--- config.mk ---
export PLATFORM = sky130hd
export DESIGN_NAME = instr_dec_stage
export DESIGN_NICKNAME = d
export VERILOG_FILES = /design/src/rtl/instr_dec_stage.sv
export SDC_FILE = /design/constraint.sdc
export NUM_CORES = 1
export LEC_CHECK = 0
export CAP_MARGIN = 25
export CORE_MARGIN = 3
export CORE_UTILIZATION = 30
export DETAILED_ROUTE_END_ITERATION = 12
export MAX_ROUTING_LAYER = met4
export PLACE_DENSITY = 0.65
export SYNTH_ARGS = -nofsm -noshare
export SYNTH_HDL_FRONTEND = slang
export SYNTH_SLANG_ARGS = --single-unit
--- constraint.sdc ---
create_clock -name CLK -period 8.06 [get_ports CLK]
set_input_delay 2.418 -clock CLK [delete_from_list [all_inputs] [get_ports CLK]]
set_output_delay 2.418 -clock CLK [all_outputs]
set_load 0.05 [all_outputs]
--- src/rtl/instr_dec_stage.sv ---
// Registered instruction-decode stage: DEPTH-entry {Instr, PC} skid buffer with valid/ready
// handshake and combinational field decode of the head entry. Optional macro: INSTR_DEC_ILLEGAL_EN.
module instr_dec_stage #(
    parameter int WL    = 32,
    parameter int DEPTH = 2
) (
    input  logic          CLK,
    input  logic          RST,
    input  logic          Flush,
    input  logic          in_valid,
    output logic          in_ready,
    input  logic [WL-1:0] Instr,
    input  logic [WL-1:0] PC,
    output logic          out_valid,
    input  logic          out_ready,
    output logic [5:0]    OPcode,
    output logic [4:0]    RS,
    output logic [4:0]    RT,
    output logic [4:0]    RD,
    output logic [4:0]    shamt,
    output logic [5:0]    Func,
    output logic [15:0]   Imm,
    output logic [25:0]   Jumpt,
    output logic [1:0]    Type,
    output logic [WL-1:0] ImmExt,
    output logic [WL-1:0] JumpAddr
`ifdef INSTR_DEC_ILLEGAL_EN
    ,
    output logic          Illegal
`endif
);

    localparam int PW = $clog2(DEPTH);
    localparam int CW = $clog2(DEPTH) + 1;

    logic [WL-1:0]    instr_q [DEPTH];
    logic [WL-1:0]    instr_d [DEPTH];
    logic [WL-1:0]    pc_q    [DEPTH];
    logic [WL-1:0]    pc_d    [DEPTH];
    logic [PW-1:0]    rd_ptr_q, rd_ptr_d;
    logic [PW-1:0]    wr_ptr_q, wr_ptr_d;
    logic [CW-1:0]    count_q, count_d;
    logic [DEPTH-1:0] wr_en;
    logic             push, pop;

    // Handshake flags come only from registered state, so there is no in->out path.
    assign in_ready  = (count_q < CW'(DEPTH));
    assign out_valid = (count_q != '0);
    assign push      = in_valid & in_ready;
    assign pop       = out_valid & out_ready;

    genvar gi;
    generate
        for (gi = 0; gi < DEPTH; gi++) begin : g_wr_en
            assign wr_en[gi] = push & ~Flush & (wr_ptr_q == PW'(gi));
        end
    endgenerate

    always_comb begin
        rd_ptr_d = rd_ptr_q;
        wr_ptr_d = wr_ptr_q;
        count_d  = count_q;
        if (Flush) begin
            rd_ptr_d = '0;
            wr_ptr_d = '0;
            count_d  = '0;
        end else begin
            if (push) wr_ptr_d = wr_ptr_q + 1'b1;
            if (pop)  rd_ptr_d = rd_ptr_q + 1'b1;
            case ({push, pop})
                2'b10:   count_d = count_q + 1'b1;
                2'b01:   count_d = count_q - 1'b1;
                default: count_d = count_q;
            endcase
        end
    end

    always_comb begin
        for (int i = 0; i < DEPTH; i++) begin
            instr_d[i] = wr_en[i] ? Instr : instr_q[i];
            pc_d[i]    = wr_en[i] ? PC    : pc_q[i];
        end
    end

    always_ff @(posedge CLK or posedge RST) begin
        if (RST) begin
            rd_ptr_q <= '0;
            wr_ptr_q <= '0;
            count_q  <= '0;
            for (int i = 0; i < DEPTH; i++) begin
                instr_q[i] <= '0;
                pc_q[i]    <= '0;
            end
        end else begin
            rd_ptr_q <= rd_ptr_d;
            wr_ptr_q <= wr_ptr_d;
            count_q  <= count_d;
            for (int i = 0; i < DEPTH; i++) begin
                instr_q[i] <= instr_d[i];
                pc_q[i]    <= pc_d[i];
            end
        end
    end

    logic [WL-1:0] head_instr, head_pc;
    logic [31:0]   ir, pc_plus4;
    logic          zero_ext;

    assign head_instr = instr_q[rd_ptr_q];
    assign head_pc    = pc_q[rd_ptr_q];
    assign ir         = head_instr[31:0];
    assign pc_plus4   = head_pc[31:0] + 32'd4;

    assign OPcode = ir[31:26];
    assign RS     = ir[25:21];
    assign RT     = ir[20:16];
    assign RD     = ir[15:11];
    assign shamt  = ir[10:6];
    assign Func   = ir[5:0];
    assign Imm    = ir[15:0];
    assign Jumpt  = ir[25:0];

    // andi/ori/xori take a zero-extended immediate; everything else sign-extends.
    assign zero_ext = (ir[31:26] == 6'h0C) || (ir[31:26] == 6'h0D) || (ir[31:26] == 6'h0E);

    always_comb begin
        Type = 2'd1;
        if (ir[31:26] == 6'h00)
            Type = 2'd0;
        else if ((ir[31:26] == 6'h02) || (ir[31:26] == 6'h03))
            Type = 2'd2;
    end

    assign ImmExt   = zero_ext ? {{(WL-16){1'b0}}, ir[15:0]} : {{(WL-16){ir[15]}}, ir[15:0]};
    assign JumpAddr = WL'({pc_plus4[31:28], ir[25:0], 2'b00});

`ifdef INSTR_DEC_ILLEGAL_EN
    logic legal_op, legal_fn;

    always_comb begin
        legal_op = 1'b0;
        legal_fn = 1'b0;
        case (ir[31:26])
            6'h00, 6'h02, 6'h03, 6'h04, 6'h05, 6'h08, 6'h09, 6'h0A,
            6'h0B, 6'h0C, 6'h0D, 6'h0E, 6'h0F, 6'h23, 6'h2B: legal_op = 1'b1;
            default: legal_op = 1'b0;
        endcase
        case (ir[5:0])
            6'h00, 6'h02, 6'h08, 6'h20, 6'h21, 6'h22, 6'h23, 6'h24,
            6'h25, 6'h26, 6'h27, 6'h2A, 6'h2B: legal_fn = 1'b1;
            default: legal_fn = 1'b0;
        endcase
    end

    assign Illegal = out_valid & (~legal_op | ((ir[31:26] == 6'h00) & ~legal_fn));
`endif

endmodule

== Word level (Yosys, flattened, before mapping) ==
Index checks and enable logic that the tools add are counted.
Word-level totals
  input port bits: 69
  flip-flop bits (word level): 132
  word-level logic and storage cells: 52
  output and inout port bits: 142
Operators by class
  reduce and logical (&&, ||, !) cells: 8
  $lt $le $gt $ge: 2
  add/sub/neg operators: 5
  mux-type cells: 15
  bitwise operators: 8
  equality and inequality tests: 7
Operators by type and width (number)
  2-to-1 mux 32 bit: 7
  adder 32 x 3 -> 32 bit, second input constant: 1
  == test 6 x 4 -> 1 bit, second input constant: 3
  == test 6 x 2 -> 1 bit, second input constant: 2
  zero test 6 bit: 1
  2-to-1 mux 2 bit: 3
  nonzero test 2 bit: 3
  AND 1 bit: 5
  2-to-1 mux 1 bit: 4
  case mux 2 bit (2 select lines): 1
  logical OR 1 bit: 3
  nonzero test 3 bit: 1
  adder 1 bit, second input constant: 2
  adder 2 x 1 -> 2 bit, second input constant: 1
  == test 2 x 1 -> 1 bit, second input constant: 1
  == test 2 bit, second input constant: 1
  >= comparator 2 bit, second input constant: 1
  < comparator 2 bit, second input constant: 1
  NOT 1 bit: 2
  NOT 1 -> 2 bit: 1
  subtractor 2 x 1 -> 2 bit, second input constant: 1

== Depth between registers and ports, before layout ==
Gate-level depths: netlist of run 1.
  depth in word-level cells: 8
  mapped depth: 6
  mapped depth without buffers: 5

== Worst setup path before layout of run 1 ==
OpenSTA, ideal clock, no wires.
  path type: register to output
  start: register rd_ptr_q
  end: output ImmExt[17]
  cell stages (with the launch flop): 6
  arrival time: 3.616 ns
  slack: 2.026 ns
  cell sequence: dfrtp_1 > buf_6 > buf_4 > mux2_2 > a21boi_0 > buf_4
RTL lines
  start, declared: RTL line 40  | logic [PW-1:0] rd_ptr_q, rd_ptr_d;
  start signal, assigned: RTL line 95  | rd_ptr_q <= rd_ptr_d;
  NOT 1 -> 2 bit (not written as such): RTL line 109  | assign head_instr = instr_q[rd_ptr_q];
  2-to-1 mux 32 bit (not written as such) (3 in series): RTL line 109
  net Imm[15]: RTL line 22  | output logic [15:0] Imm,
  2-to-1 mux 32 bit: RTL line 134  | assign ImmExt = zero_ext ? {{(WL-16){1'b0}}, ir[15:0]} : {{(WL-16){ir[15]}}, ir[15:0]};
  end, declared: RTL line 25  | output logic [WL-1:0] ImmExt,
The timed path passes the listed nets, and every way through them passes these cells. The select of a mux whose other input is x is not followed.

== Worst setup path in the final report of run 1 ==
  start: register rd_ptr_q
  end: output ImmExt[20]
On the way
  word-level cells in the longest chain between the ends: 8
Ends and longest elaborated chain
  NOT 1 -> 2 bit (not written as such) *: RTL line 109
  2-to-1 mux 32 bit (not written as such) * (3 in series): RTL line 109
  == test 6 x 4 -> 1 bit: RTL line 124  | assign zero_ext = (ir[31:26] == 6'h0C) || (ir[31:26] == 6'h0D) || (ir[31:26] == 6'h0E);
  logical OR 1 bit (2 in series): RTL line 124
  2-to-1 mux 32 bit *: RTL line 134
Every way passes the cells marked *; elsewhere a longest branch is shown, timed or not. The select of a mux whose other input is x is not followed.

==> impl_metrics.env, run 1 <==
export IMPL_status="complete, no violations"
export IMPL_drv_slew=0
export IMPL_initial_core_util=0.3098
export IMPL_clkPwrFrac=0.235
export IMPL_cp_end_kind="primary output"
export IMPL_die_width_um=151.7
export IMPL_p_int_uw=1841
export IMPL_synthArstFlopShare=1.000
export IMPL_worstSkewPairLatency_ns=0.41
export IMPL_p_per_area_nw_per_um2=373.6
export IMPL_wl_per_cell_um=15.96
export IMPL_setup_viol=0
export IMPL_core_um2=20560
export IMPL_synth_avg_cell_area_um2=13.35
export IMPL_critPathKind="reg -> out"
export IMPL_p_leak_uw=0.003393
export IMPL_cp_max_fo=32
export IMPL_die_h_um=151.7
export IMPL_ys_seq_elements=128
export IMPL_cts_hold_buf=0
export IMPL_synth_area_leaders="dfrtp_1 50%, mux2_2 26%, buf_4 13%"
export IMPL_total_power_uw=3192
export IMPL_synthTopCellsByCount="148 x mux2_2, 128 x dfrtp_1, 108 x buf_4"
export IMPL_rows=52
export IMPL_start_kind="register"
export IMPL_yosysMostFrequentCell="mux2_2"
export IMPL_hp_class="reg -> reg"
export IMPL_grt_pass1_wl_um=21420
export IMPL_slew_headroom=0.4578
export IMPL_cts_setup_buffers=0
export IMPL_clk_pin_slew_worst_paths_ns=0.06
export IMPL_grt_max_degree=68
export IMPL_die_area_um2=23010
export IMPL_synth_seq_area_share=0.5029
export IMPL_htreeDepth=4
export IMPL_grt_remaining_overflow=0
export IMPL_antenna_left=0
export IMPL_fin_worst_skew_ns=0.007108
export IMPL_synth_edff_count=0
export IMPL_p_sw_uw=1351
export IMPL_root_buffer="clkbuf_16"
export IMPL_drtIter0Drc=119
export IMPL_grt_util_all_layers=0.1234
export IMPL_tightest_slew_ns=0.8133
export IMPL_drc_errors=0
export IMPL_critical_path_required_ns=5.64
export IMPL_port_buffers=206
export IMPL_dpl_hpwl_um=9952
export IMPL_finalNetCount=660
export IMPL_layout_setup_ws_ns=2.245
export IMPL_synth_ff_type="dfrtp_1"
export IMPL_setup_tns_ns=0
export IMPL_min_period_ns=5.815
export IMPL_fmax_ghz=0.1720
export IMPL_swShare=0.4233
export IMPL_dr_total_vias=3939
export IMPL_pwr_share_comb=0.476
export IMPL_layout_drive_gt1_share=0.3328
export IMPL_gp_congestion=0.7043
export IMPL_dp_slack_ns=2.039
export IMPL_tritoncts="yes"
export IMPL_grt_pass1_vias=4172
export IMPL_clock_sinks=128
export IMPL_synthesis_area_um2=6369
export IMPL_cts_buffers_inserted=17
export IMPL_antenna_found_initial=1
export IMPL_seqPwrFrac=0.290
export IMPL_design_area_um2=8544
export IMPL_rsz0062_at_grt="false"
export IMPL_dpl_cell_area_um2=7954
export IMPL_period_share=0.7215
export IMPL_hold_violations=0
export IMPL_yosysTopAreaCell="dfrtp_1"
export IMPL_wirelength_um=13960
export IMPL_critPathArrivalTime_ns=3.40
export IMPL_syn_inst=477
export IMPL_synth_top_cell_area_share=0.5029
export IMPL_synthToLayoutAreaGrowth_pct=34.16
export IMPL_ys_warn_count=0
export IMPL_cts_path_max_buffers=2
export IMPL_firstDrtPassIters=4
export IMPL_viasPerCell=4.502
export IMPL_post_cts_resized=0
export IMPL_maxCapViolCount=0
export IMPL_ios=211
export IMPL_peakVddDrop_mv=0.1636
export IMPL_synth_distinct_cells=40
[per-layer routing]
layer / vias to the layer above / GRT usage / part of all wire
met4: 0 / 0.04133 / 0.016
met2: 150 / 0.2038 / 0.51
met5: - / - / 0
li1: 1797 / - / -
met1: 1974 / 0.1420 / 0.41
met3: 18 / 0.04105 / 0.064
[worst max-delay path, cell delays in order, from the launching register on]
cell and delay [ns]:
dfrtp_2 0.74, buf_4 0.53, mux2_2 0.42, a211oi_1 0.24, a21boi_1 0.10, buf_4 0.21
clkdlybuf4s50_1 0.72
[power by group through the flow]
stage	logic [uW]	clock network, uW	registers [uW]
final	1520	749	925
after global routing	1590	803	949
after CTS	1530	773	926
after detailed placement	1530	0	936
after global placement	1510	0	922
after floorplan	1270	0	899
[cell type report]
type,instances,area (um2)
Sequential cell,128,3204
Timing Repair Buffer,213,2115
Fill cell,1914,12020
Inverter,5,21.27
Clock buffer,18,439.2
Tap cell,270,337.8
Antenna cell,1,2.502
Multi-Input combinational cell,226,2283
Clock inverter,14,141.4
[metrics by stage]
stage               cells  hold slack (ns)    util
global placement      841           0.4627  0.3869
finish                875           0.4861  0.4156
CTS                   873           0.4890  0.4151
global route          875           0.5084  0.4156
detailed placement    841           0.4759  0.3869
floorplan             478           0.4541       -
[registers in the layout, indices dropped and copies added (netlist names)]
name,cells
count_q,2
pc_q,60
rd_ptr_q,1
wr_ptr_q,1
instr_q,64
[cell families after synthesis]
logic type / share of synthesized area
AO/OA/AOI/OAI: 0.01807
XOR/XNOR: 0.008251
buffers and inverters: 0.1399
flip-flops: 0.5029
multiplexers: 0.2817
other: 0.0005888
AND/OR/NAND/NOR: 0.04853
[cells in the final DEF (no fill, tap or decap), drive strengths merged, types with 5 or more instances in the layout]
cell,Yosys,final
clkdlybuf4s50,0,206
mux2,154,154
dfrtp,128,128
clkbuf,0,18
nand2,7,7
buf,119,7
clkinv,0,7
nor2,6,6
mux2i,6,6
and4,6,6
inv,5,6
xor2,5,5
[path summary, 6_finish.rpt]
path                              from          end  slack, ns  depth (start not counted)
setup / recovery              rd_ptr_q   ImmExt[20]       2.24                          6
hold / removal             instr_q[37]  instr_q[37]       0.49                          1
setup reg to reg            count_q[1]     pc_q[20]       6.25                          5
hold reg to reg            instr_q[37]  instr_q[37]       0.49                          1
max in group asynchronous          RST     rd_ptr_q       4.17                          3
min in group asynchronous          RST  instr_q[40]       2.51                          2
No activity file was read; power rests on OpenSTA's default activity.
==> run 2, diff against run 1 <==
PLACE_DENSITY = 0.67   (was 0.65)
clock period = 5.3 ns   (was 8.06 ns; I/O delays follow)
==> run 2 against run 1 <==
  * Total power rose by 51%
  * Register-to-register slack got worse by 3.1 ns
  * Non-clock buffer count fell by 2
  * Setup slack got worse by 1.9 ns
  * Combinational power rose by 52%
  * Sequential power rose by 52%
  * Die area did not move
  * Cell count fell by 0.34%
  * Critical endpoint is now ImmExt[30]
  * Largest power group unchanged
  * Highest routed layer unchanged
==> impl_metrics.env, run 2 (synthesis gave the netlist of run 1 again) <==
export IMPL_hold_slack_ns=0.4870
export IMPL_core_um2=20560
export IMPL_rsz0062_at_grt="false"
export IMPL_swShare=0.4221
export IMPL_dp_slack_ns=0.5007
export IMPL_worstHoldStart="instr_q[33]"
export IMPL_status="complete, no violations"
export IMPL_antenna_left=0
export IMPL_dr_total_vias=3905
export IMPL_grtUsageMet3=0.03153
export IMPL_cp_end_kind="primary output"
export IMPL_die_h_um=151.7
export IMPL_ios=211
export IMPL_critPathArrivalTime_ns=3.41
export IMPL_timing_rr_start="count_q[1]"
export IMPL_largestRegisters="instr_q: 64 flops, pc_q: 60 flops, count_q: 2 flops"
export IMPL_fillers=1930
export IMPL_firstDrtPassIters=4
export IMPL_cts_path_max_buffers=2
export IMPL_r2r_cells=5
export IMPL_grt_max_degree=66
export IMPL_setup_viol=0
export IMPL_clk_pin_slew_worst_paths_ns=0.06
export IMPL_maxCapViolCount=0
export IMPL_p_int_uw=2784
export IMPL_n_antenna_cell=0
export IMPL_grt_remaining_overflow=0
export IMPL_drc_errors=0
export IMPL_critical_path_required_ns=3.71
export IMPL_fin_worst_skew_ns=0.005185
export IMPL_hp_class="reg -> reg"
export IMPL_tightest_slew_ns=0.9261
export IMPL_critPathKind="reg -> out"
export IMPL_grt_util_all_layers=0.1235
export IMPL_rows=52
export IMPL_min_period_ns=5.001
export IMPL_clock_sinks=128
export IMPL_slew_headroom=0.3826
export IMPL_min_path_cells=1
export IMPL_port_buffers=206
export IMPL_antenna_found_initial=0
export IMPL_layout_setup_ws_ns=0.2994
export IMPL_layout_drive_gt1_share=0.3256
export IMPL_gp_congestion=0.7354
export IMPL_pwr_share_comb=0.479
export IMPL_largest_register_ffs=64
export IMPL_fmax_ghz=0.2000
export IMPL_layout_commonest_cell="clkdlybuf4s50_1"
export IMPL_period_share=0.9435
export IMPL_p_per_area_nw_per_um2=565.7
export IMPL_hold_end="instr_q[33]"
export IMPL_worstSkewPairLatency_ns=0.41
export IMPL_synthToLayoutAreaGrowth_pct=33.73
export IMPL_grt_pass1_wl_um=21520
export IMPL_tritoncts="yes"
export IMPL_use_met1=0.1446
export IMPL_p_sw_uw=2034
export IMPL_wirelength_um=13980
export IMPL_ff2ff_setup_slack_ns=3.17
export IMPL_initial_core_util=0.3098
export IMPL_cp_max_fo=28
export IMPL_mostFrequentLayoutCells="206 x clkdlybuf4s50_1, 148 x mux2_2, 127 x dfrtp_1"
export IMPL_finalNetCount=658
export IMPL_die_width_um=151.7
export IMPL_start_kind="register"
export IMPL_wl_per_cell_um=16.04
export IMPL_p_leak_uw=0.003382
export IMPL_die_area_um2=23010
export IMPL_setup_tns_ns=0
export IMPL_seqPwrFrac=0.292
export IMPL_seqCellArea_um2=3207
export IMPL_busiest_layer="met2"
export IMPL_root_buffer="clkbuf_16"
export IMPL_dpl_hpwl_um=9508
export IMPL_largest_register="instr_q"
export IMPL_multi_input_comb_area_um2=2283
export IMPL_hold_violations=0
export IMPL_cts_buffers_inserted=17
export IMPL_peakVddDrop_mv=0.2611
export IMPL_viasPerCell=4.478
export IMPL_drtIter0Drc=123
export IMPL_clkPwrFrac=0.230
export IMPL_final_util=0.4143
export IMPL_drv_slew=0
export IMPL_grtUsageMet2=0.2080
export IMPL_regToRegEndpoint="pc_q[29]"
export IMPL_grt_pass1_vias=4222
export IMPL_htreeDepth=4
## run 2: cell count changes in the layout (fill, tap and decap cells not counted), sizes merged
| cell | before | now |
|---|---|---|
| buf | 7 | 5 |
| clkbuf | 18 | 20 |
| clkinv | 7 | 8 |
| clkinvlp | 4 | 2 |
| diode | 1 | 0 |
| inv | 6 | 5 |
## run 2: per-layer routing
| layer | vias to the layer above | routed length, um |
|---|---|---|
| li1 | 1788 | - |
| met1 | 1966 | 5888 |
| met2 | 139 | 7102 |
| met3 | 12 | 796 |
| met4 | 0 | 195 |
| met5 | - | 0 |
## run 2: worst max path at each step
stage / to / cells after the start / from / slack (ns)
5_1_grt: ImmExt[30] / 6 / rd_ptr_q / 0.05
3_5_place_dp: ImmExt[30] / 6 / rd_ptr_q / 0.50
6_report: ImmExt[30] / 6 / rd_ptr_q / 0.30
3_3_place_gp: ImmExt[30] / 6 / rd_ptr_q / 0.56
2_1_floorplan: ImmExt[17] / 5 / rd_ptr_q / 0.09
4_1_cts: ImmExt[30] / 6 / rd_ptr_q / 0.03
## run 2: critical path, cell delays in order (launching register included)
cell	delay, ns
dfrtp_4	0.68
buf_4	0.47
mux2i_1	0.41
a211oi_1	0.09
a21boi_1	0.25
buf_4	0.24
clkdlybuf4s50_1	0.83
## run 2: through the flow
stage / cell area (um2) / std cells / power (uW)
finish: 8517 / 872 / 4818
global route: 8517 / 872 / 5044
CTS: 8514 / 872 / 4880
detailed placement: 7959 / 840 / 3750
global placement: 7959 / 840 / 3698
floorplan: 6372 / 478 / 3298
## run 2: power by group through the flow
stage,logic [uW],clock network [uW],registers (uW)
6_report,2310,1110,1410
5_1_grt,2420,1180,1440
4_1_cts,2330,1140,1410
3_5_place_dp,2330,0,1420
3_3_place_gp,2300,0,1400
2_1_floorplan,1930,0,1370
## run 2: area by class of cell
| type | instances | share of cell area |
|---|---|---|
| flip-flops and latches | 128 | 0.3765 |
| multi-input cells | 226 | 0.2681 |
| repair buffers | 211 | 0.2480 |
| clock buffers | 20 | 0.05127 |
| well taps | 270 | 0.03967 |
| clock inverters | 12 | 0.01396 |
| inverters | 5 | 0.002497 |
## run 2: timing repair
item / 4_1_cts / 5_1_grt
gates resized for setup: 0 / 1
setup endpoints to repair: 0 / 16
setup buffers: 0 / 0
hold buffers: 0 / 0
